`src/rtl/mult16appx_pkg.sv`:
```
// Shared definitions for the mult16appx approximate-multiplier datapath:
// default operand widths and the payload held in the decoder's first stage.
package mult16appx_pkg;

   localparam int DEF_WIDTH  = 18;
   localparam int DEF_POS_W  = 5;
   localparam int DEF_FRAC_W = 8;

   // Layout is fixed at the default widths; the encoder emits the same codes.
   typedef struct packed {
      logic [DEF_WIDTH-1:0]  onehot;
      logic [DEF_POS_W-1:0]  pos;
      logic [DEF_FRAC_W-1:0] frac;
      logic                  zero;
      logic                  err;
   } s1_payload_t;

endpackage

```
`src/rtl/pos_onehot_dec.sv`:
```
// Combinational position-code to one-hot decoder with range check.
// A zero operand suppresses both the one-hot bit and the error flag.
module pos_onehot_dec
   import mult16appx_pkg::*;
#(
   parameter int WIDTH = DEF_WIDTH,
   parameter int POS_W = DEF_POS_W
) (
   input  logic [POS_W-1:0] pos,
   input  logic             zero,
   output logic [WIDTH-1:0] onehot,
   output logic             err
);

   always_comb begin
      err    = !zero && (int'(pos) >= WIDTH);
      onehot = '0;
      // An out-of-range code matches no index, so onehot stays clear on err.
      for (int i = 0; i < WIDTH; i++) begin
         onehot[i] = !zero && (int'(pos) == i);
      end
   end

endmodule

```
`src/rtl/pos_decoder.sv`:
```
// Two-stage valid/ready inverse of the leading-one encoder: S1 decodes the
// one-hot position, S2 forms the Mitchell antilog value (1.frac << pos).
module pos_decoder
   import mult16appx_pkg::*;
#(
   parameter int WIDTH  = DEF_WIDTH,
   parameter int POS_W  = DEF_POS_W,
   parameter int FRAC_W = DEF_FRAC_W
) (
   input  logic              clk,
   input  logic              rst_n,
   input  logic              in_valid,
   output logic              in_ready,
   input  logic [POS_W-1:0]  in_pos,
   input  logic [FRAC_W-1:0] in_frac,
   input  logic              in_zero,
   output logic              out_valid,
   input  logic              out_ready,
   output logic [WIDTH-1:0]  out_onehot,
   output logic [WIDTH-1:0]  out_value,
   output logic              out_err
);

   localparam int WIDE_W = WIDTH + FRAC_W;

   logic              dec_err;
   logic [WIDTH-1:0]  dec_onehot;
   s1_payload_t       s1_d;
   s1_payload_t       s1_q;
   logic              s1_valid;
   logic              s1_load;
   logic              s2_valid;
   logic              s2_load;
   logic [WIDTH-1:0]  s2_onehot;
   logic [WIDTH-1:0]  s2_value;
   logic              s2_err;
   logic [WIDE_W-1:0] wide;
   logic [WIDTH-1:0]  value_d;

   pos_onehot_dec #(
      .WIDTH (WIDTH),
      .POS_W (POS_W)
   ) u_dec (
      .pos    (in_pos),
      .zero   (in_zero),
      .onehot (dec_onehot),
      .err    (dec_err)
   );

   // S2 frees when empty or draining; S1 may refill in the same cycle it empties.
   assign s2_load  = !s2_valid || out_ready;
   assign s1_load  = !s1_valid || s2_load;
   assign in_ready = s1_load;

   always_comb begin
      s1_d        = '0;
      s1_d.onehot = dec_onehot;
      s1_d.pos    = in_pos;
      s1_d.frac   = in_frac;
      s1_d.zero   = in_zero;
      s1_d.err    = dec_err;
   end

   // NOTE: state and payload registers use non-blocking assignments so every
   // flop samples pre-edge values regardless of process evaluation order.
   always_ff @(posedge clk or negedge rst_n) begin
      if (!rst_n) begin
         s1_valid <= 1'b0;
         s1_q     <= '0;
      end else if (s1_load) begin
         s1_valid <= in_valid;
         if (in_valid) begin
            s1_q <= s1_d;
         end
      end
   end

   // Antilog: the wide shift keeps the mantissa intact for every legal pos,
   // then dropping FRAC_W low bits truncates the fraction.
   always_comb begin
      wide    = WIDE_W'({1'b1, s1_q.frac}) << s1_q.pos;
      value_d = (s1_q.zero || s1_q.err) ? '0 : WIDTH'(wide >> FRAC_W);
   end

   // NOTE: the output payload is reset as well as the valid, because the
   // outputs must read zero during reset and not just be flagged invalid.
   always_ff @(posedge clk or negedge rst_n) begin
      if (!rst_n) begin
         s2_valid  <= 1'b0;
         s2_onehot <= '0;
         s2_value  <= '0;
         s2_err    <= 1'b0;
      end else if (s2_load) begin
         s2_valid <= s1_valid;
         if (s1_valid) begin
            s2_onehot <= s1_q.onehot;
            s2_value  <= value_d;
            s2_err    <= s1_q.err;
         end
      end
   end

   assign out_valid  = s2_valid;
   assign out_onehot = s2_onehot;
   assign out_value  = s2_value;
   assign out_err    = s2_err;

endmodule
```
`config.mk`:
```
export PLATFORM = sky130hd
export DESIGN_NAME = pos_decoder
export DESIGN_NICKNAME = d
export VERILOG_FILES = /design/src/rtl/mult16appx_pkg.sv /design/src/rtl/pos_onehot_dec.sv /design/src/rtl/pos_decoder.sv
export SDC_FILE = /design/constraint.sdc
export NUM_CORES = 1
export LEC_CHECK = 0
export BUFFER_PORTS_ARGS = -buffer_cell sky130_fd_sc_hd__clkbuf_2
export CORE_UTILIZATION = 56
export DETAILED_ROUTE_END_ITERATION = 8
export GPL_TIMING_DRIVEN = 0
export HOLD_SLACK_MARGIN = 0.1
export PLACE_DENSITY_LB_ADDON = 0.2
export SLEW_MARGIN = 25
export SYNTH_ARGS = -nofsm -noshare
export SYNTH_HDL_FRONTEND = slang
export SYNTH_SLANG_ARGS = --single-unit
```
`constraint.sdc`:
```
create_clock -name clk -period 2.6 [get_ports clk]
set_clock_uncertainty 0.2 [all_clocks]
set_input_delay 0.52 -clock clk [delete_from_list [all_inputs] [get_ports clk]]
set_output_delay 0.52 -clock clk [all_outputs]
set_load 0.01 [all_outputs]
```
==> key figures <==
Timing
  • Fmax: slightly below 500 MHz
  • Tmin final: 2080 ps
  • Worst Max-Slew Pin Slew: just under 500 ps
  • RSZ-0062 raised after global routing: no
  • # setup viols final: 0
  • Setup TNS: 0 ps
  • Fin crit share: 0.800
  • Hold Slack: a little over 200 ps
  • Slew HR: 0.679
  • Final Max Slew Viols: 0
  • Fin. Hold Viols: 0

Clock tree
  • Clock sink total: 72
  • CTS max path bufs: 2
  • Root Buffer: clkbuf_8
  • Post-CTS setup buffer count: 0
  • Clock transition at path regs: about 80 ps
  • Clock Latency Late Sink: between 300 and 400 ps
  • TritonCTS clock tree: done
  • Cts bufs inserted: 9
  • H-tree levels: 3

Synth
  • FF+latch count, synth: approximately 70
  • Post-synth EDFFs: 0
  • Async SR Flop Fraction: 1.00
  • Cells after synthesis: 297
  • Largest cells by area after synthesis: dfrtp_1, mux2_2, nand2_1
  • Net Count, Synth: roughly 320
  • Synth top cells by count: dfrtp_1, nand2_1, mux2_2
  • Synth Flop Type: dfrtp_1
  • Post-Syn Area: between 3000 and 4000 um^2
  • Area share of the largest cell type after synthesis: 0.537
  • Synth area leader: dfrtp_1
  • Most frequent cell after synthesis: dfrtp_1
  • Synth cell types: 43
  • Sequential share of the synthesized area: 0.537
  • Synth warn: 0
  • Mapped Avg Cell Area: 11.3 um^2

Min path
  • Hold EP: s1_valid
  • Hold path depth: 2
  • Worst hold path class: in -> reg
  • Worst hold start: in_valid

Power
  • Switching share of total power: 0.292
  • Static Leakage: roughly 1.9 nW
  • Clk pwr share: 0.351
  • Gate power share: 0.200
  • Tot Pwr: between 2 and 3 mW
  • Sequential Power Share: 0.448
  • Pwr/cell area: 715 nW/um^2
  • Peak supply drop: between 0.3 and 0.4 mV
  • Internal power: between 2 and 2.5 mW
  • P_sw: 0.832 mW

Detailed routing
  • ANT nets after route: 0
  • DRC Markers: 0
  • Via count: between 2000 and 3000
  • Drt total wl: around 7600 um
  • WL per Instance: ~17 um
  • Vias per inst: 6.00
  • DRT Pass-1 Iters: 4
  • First DRT Iteration DRCs: around 250

Outcome
  • Status: finished clean

Floorplanning
  • Initial Util: 0.595
  • Core area: about 5600 um^2
  • Die area: 6310 um^2
  • Vert. Die Dim: approximately 80 um
  • Die Wd: just under 80 um
  • Top Ports: 57
  • Rows: 27

Critical path
  • Crit. End Element: flop
  • Worst Path Required: about 2600 ps
  • Worst path slowest cell: buf_1
  • CP Launch Type: flop
  • CP Max Fanout: 10
  • R2r worst-path depth: 5
  • RR Endpoint: out_value[14]
  • Crit path DAT: approximately 2100 ps
  • Crit path largest cell delay: about 400 ps
  • Crit path cell chain: buf_2 -> buf_1 -> o22ai_1 -> mux2_2 -> a221o_1
  • Register-to-register path setup slack: approximately 520 ps
  • Critical path class: reg -> reg
  • Reg-to-Reg Start: s1_q[12]

Place
  • I/O Buffers: 54
  • Placed wire-length estimate: between 5000 and 6000 um
  • Placed inst area: around 3700 um^2
  • RePlAce Congestion: about 0.84
  • Cell total after placement: roughly 420

Layout
  • Design area: 3980 um^2
  • Layout Nets: around 380
  • Fill count: approximately 450
  • Layout cells sized above 1: 0.325
  • ANT cells: 0
  • Synthesis-to-layout area growth: 18.5%
  • Post-route insts no fill: around 440

Global route
  • Total GRT Usage: 0.269
  • Vias in the first global route: approximately 2600
  • Initial antenna violation count: 0
  • Largest net degree at the start of global routing: 46
  • Grt ovf: 0
  • Global-route wire length before repair: 12800 um

Run
  • MaxCap Viol Count: 0
[worst max-delay path, delay by kind of cell, from the launching register on]
kind / cells / cell delay (ps)
buf+inv: 2 / 610
compound gates: 2 / 520
flops: 1 / 320
mux: 1 / 330
[metal layers]
layer	global-route usage	up-vias	part of all wire
li1	-	1220	-
met1	0.394	1295	0.46
met2	0.399	120	0.45
met3	0.0537	10	0.068
met4	0.0909	0	0.013
met5	0	-	0
[power groups by stage]
stage	Combinational, mW	Sequential, mW	Clock [mW]
floorplan	0.359	1.30	0
global placement	0.550	1.29	0
detailed placement	0.560	1.30	0
CTS	0.566	1.27	1.01
global route	0.630	1.29	1.06
finish	0.570	1.28	1.00
[placed cells by master, fill, tap and decap left out, drive strengths merged, types with 2 or more instances in the layout]
master	n
or2	2
a211o	2
a221o	9
mux4	2
a21oi	2
o21ai	9
a22oi	2
clkinv	3
nor3	2
dfrtp	72
bufinv	2
clkbuf	77
nand2	36
o31ai	16
a22o	3
and3	3
nor2b	3
buf	11
nand3b	3
nand2b	9
nand4	3
nor2	17
nor4b	3
o41ai	3
mux2	35
nand3	9
o22ai	2
inv	6
mux2i	7
o221ai	3
[sequential cells by signal (all words and copies together) (netlist names)]
name and cells:
out_onehot 18, out_err 1, out_value 18, s1_valid 1
s1_q 33, out_valid 1
[final cells by class]
class	count	area, um^2	share of cell area
Buffer	23	104	0.0261
Clock buffer	10	138	0.0346
Clock inverter	6	91.3	0.0229
Inverter	5	18.8	0.00472
Multi-Input combinational cell	197	1430	0.360
Sequential cell	72	1800	0.453
Tap cell	72	90.1	0.0226
Timing Repair Buffer	56	303	0.0761
[how the worst max path moves through the flow]
stage / startpoint / to / slack, ps / cells after the start
floorplan: out_ready / out_err / 680 / 6
global placement: rst_n / s1_q[4] / 290 / 1
detailed placement: out_ready / out_err / 400 / 7
CTS: s1_q[12] / out_value[14] / 540 / 5
global route: s1_q[12] / out_value[6] / 390 / 5
finish: s1_q[12] / out_value[14] / 520 / 5
[stage by stage]
stage / util / worst slack (ps)
6_report: 0.705 / 520
5_1_grt: 0.705 / 392
4_1_cts: 0.705 / 538
3_5_place_dp: 0.663 / 396
3_3_place_gp: 0.659 / 292
2_1_floorplan: - / 683
[timing repair]
action                                 in CTS  in global routing
hold buffers                                1                  0
resized for setup                           0                  0
endpoints found under the hold margin      27                  0
[logic make-up after synthesis]
family | count (synthesis) | share of synthesized area
and+or+nand+nor | 92 | 0.134
DFF | 72 | 0.537
AOI/OAI and AO/OA | 61 | 0.142
muxes | 44 | 0.152
buffers and inverters | 28 | 0.0365
No activity file was read; power rests on OpenSTA's default activity.
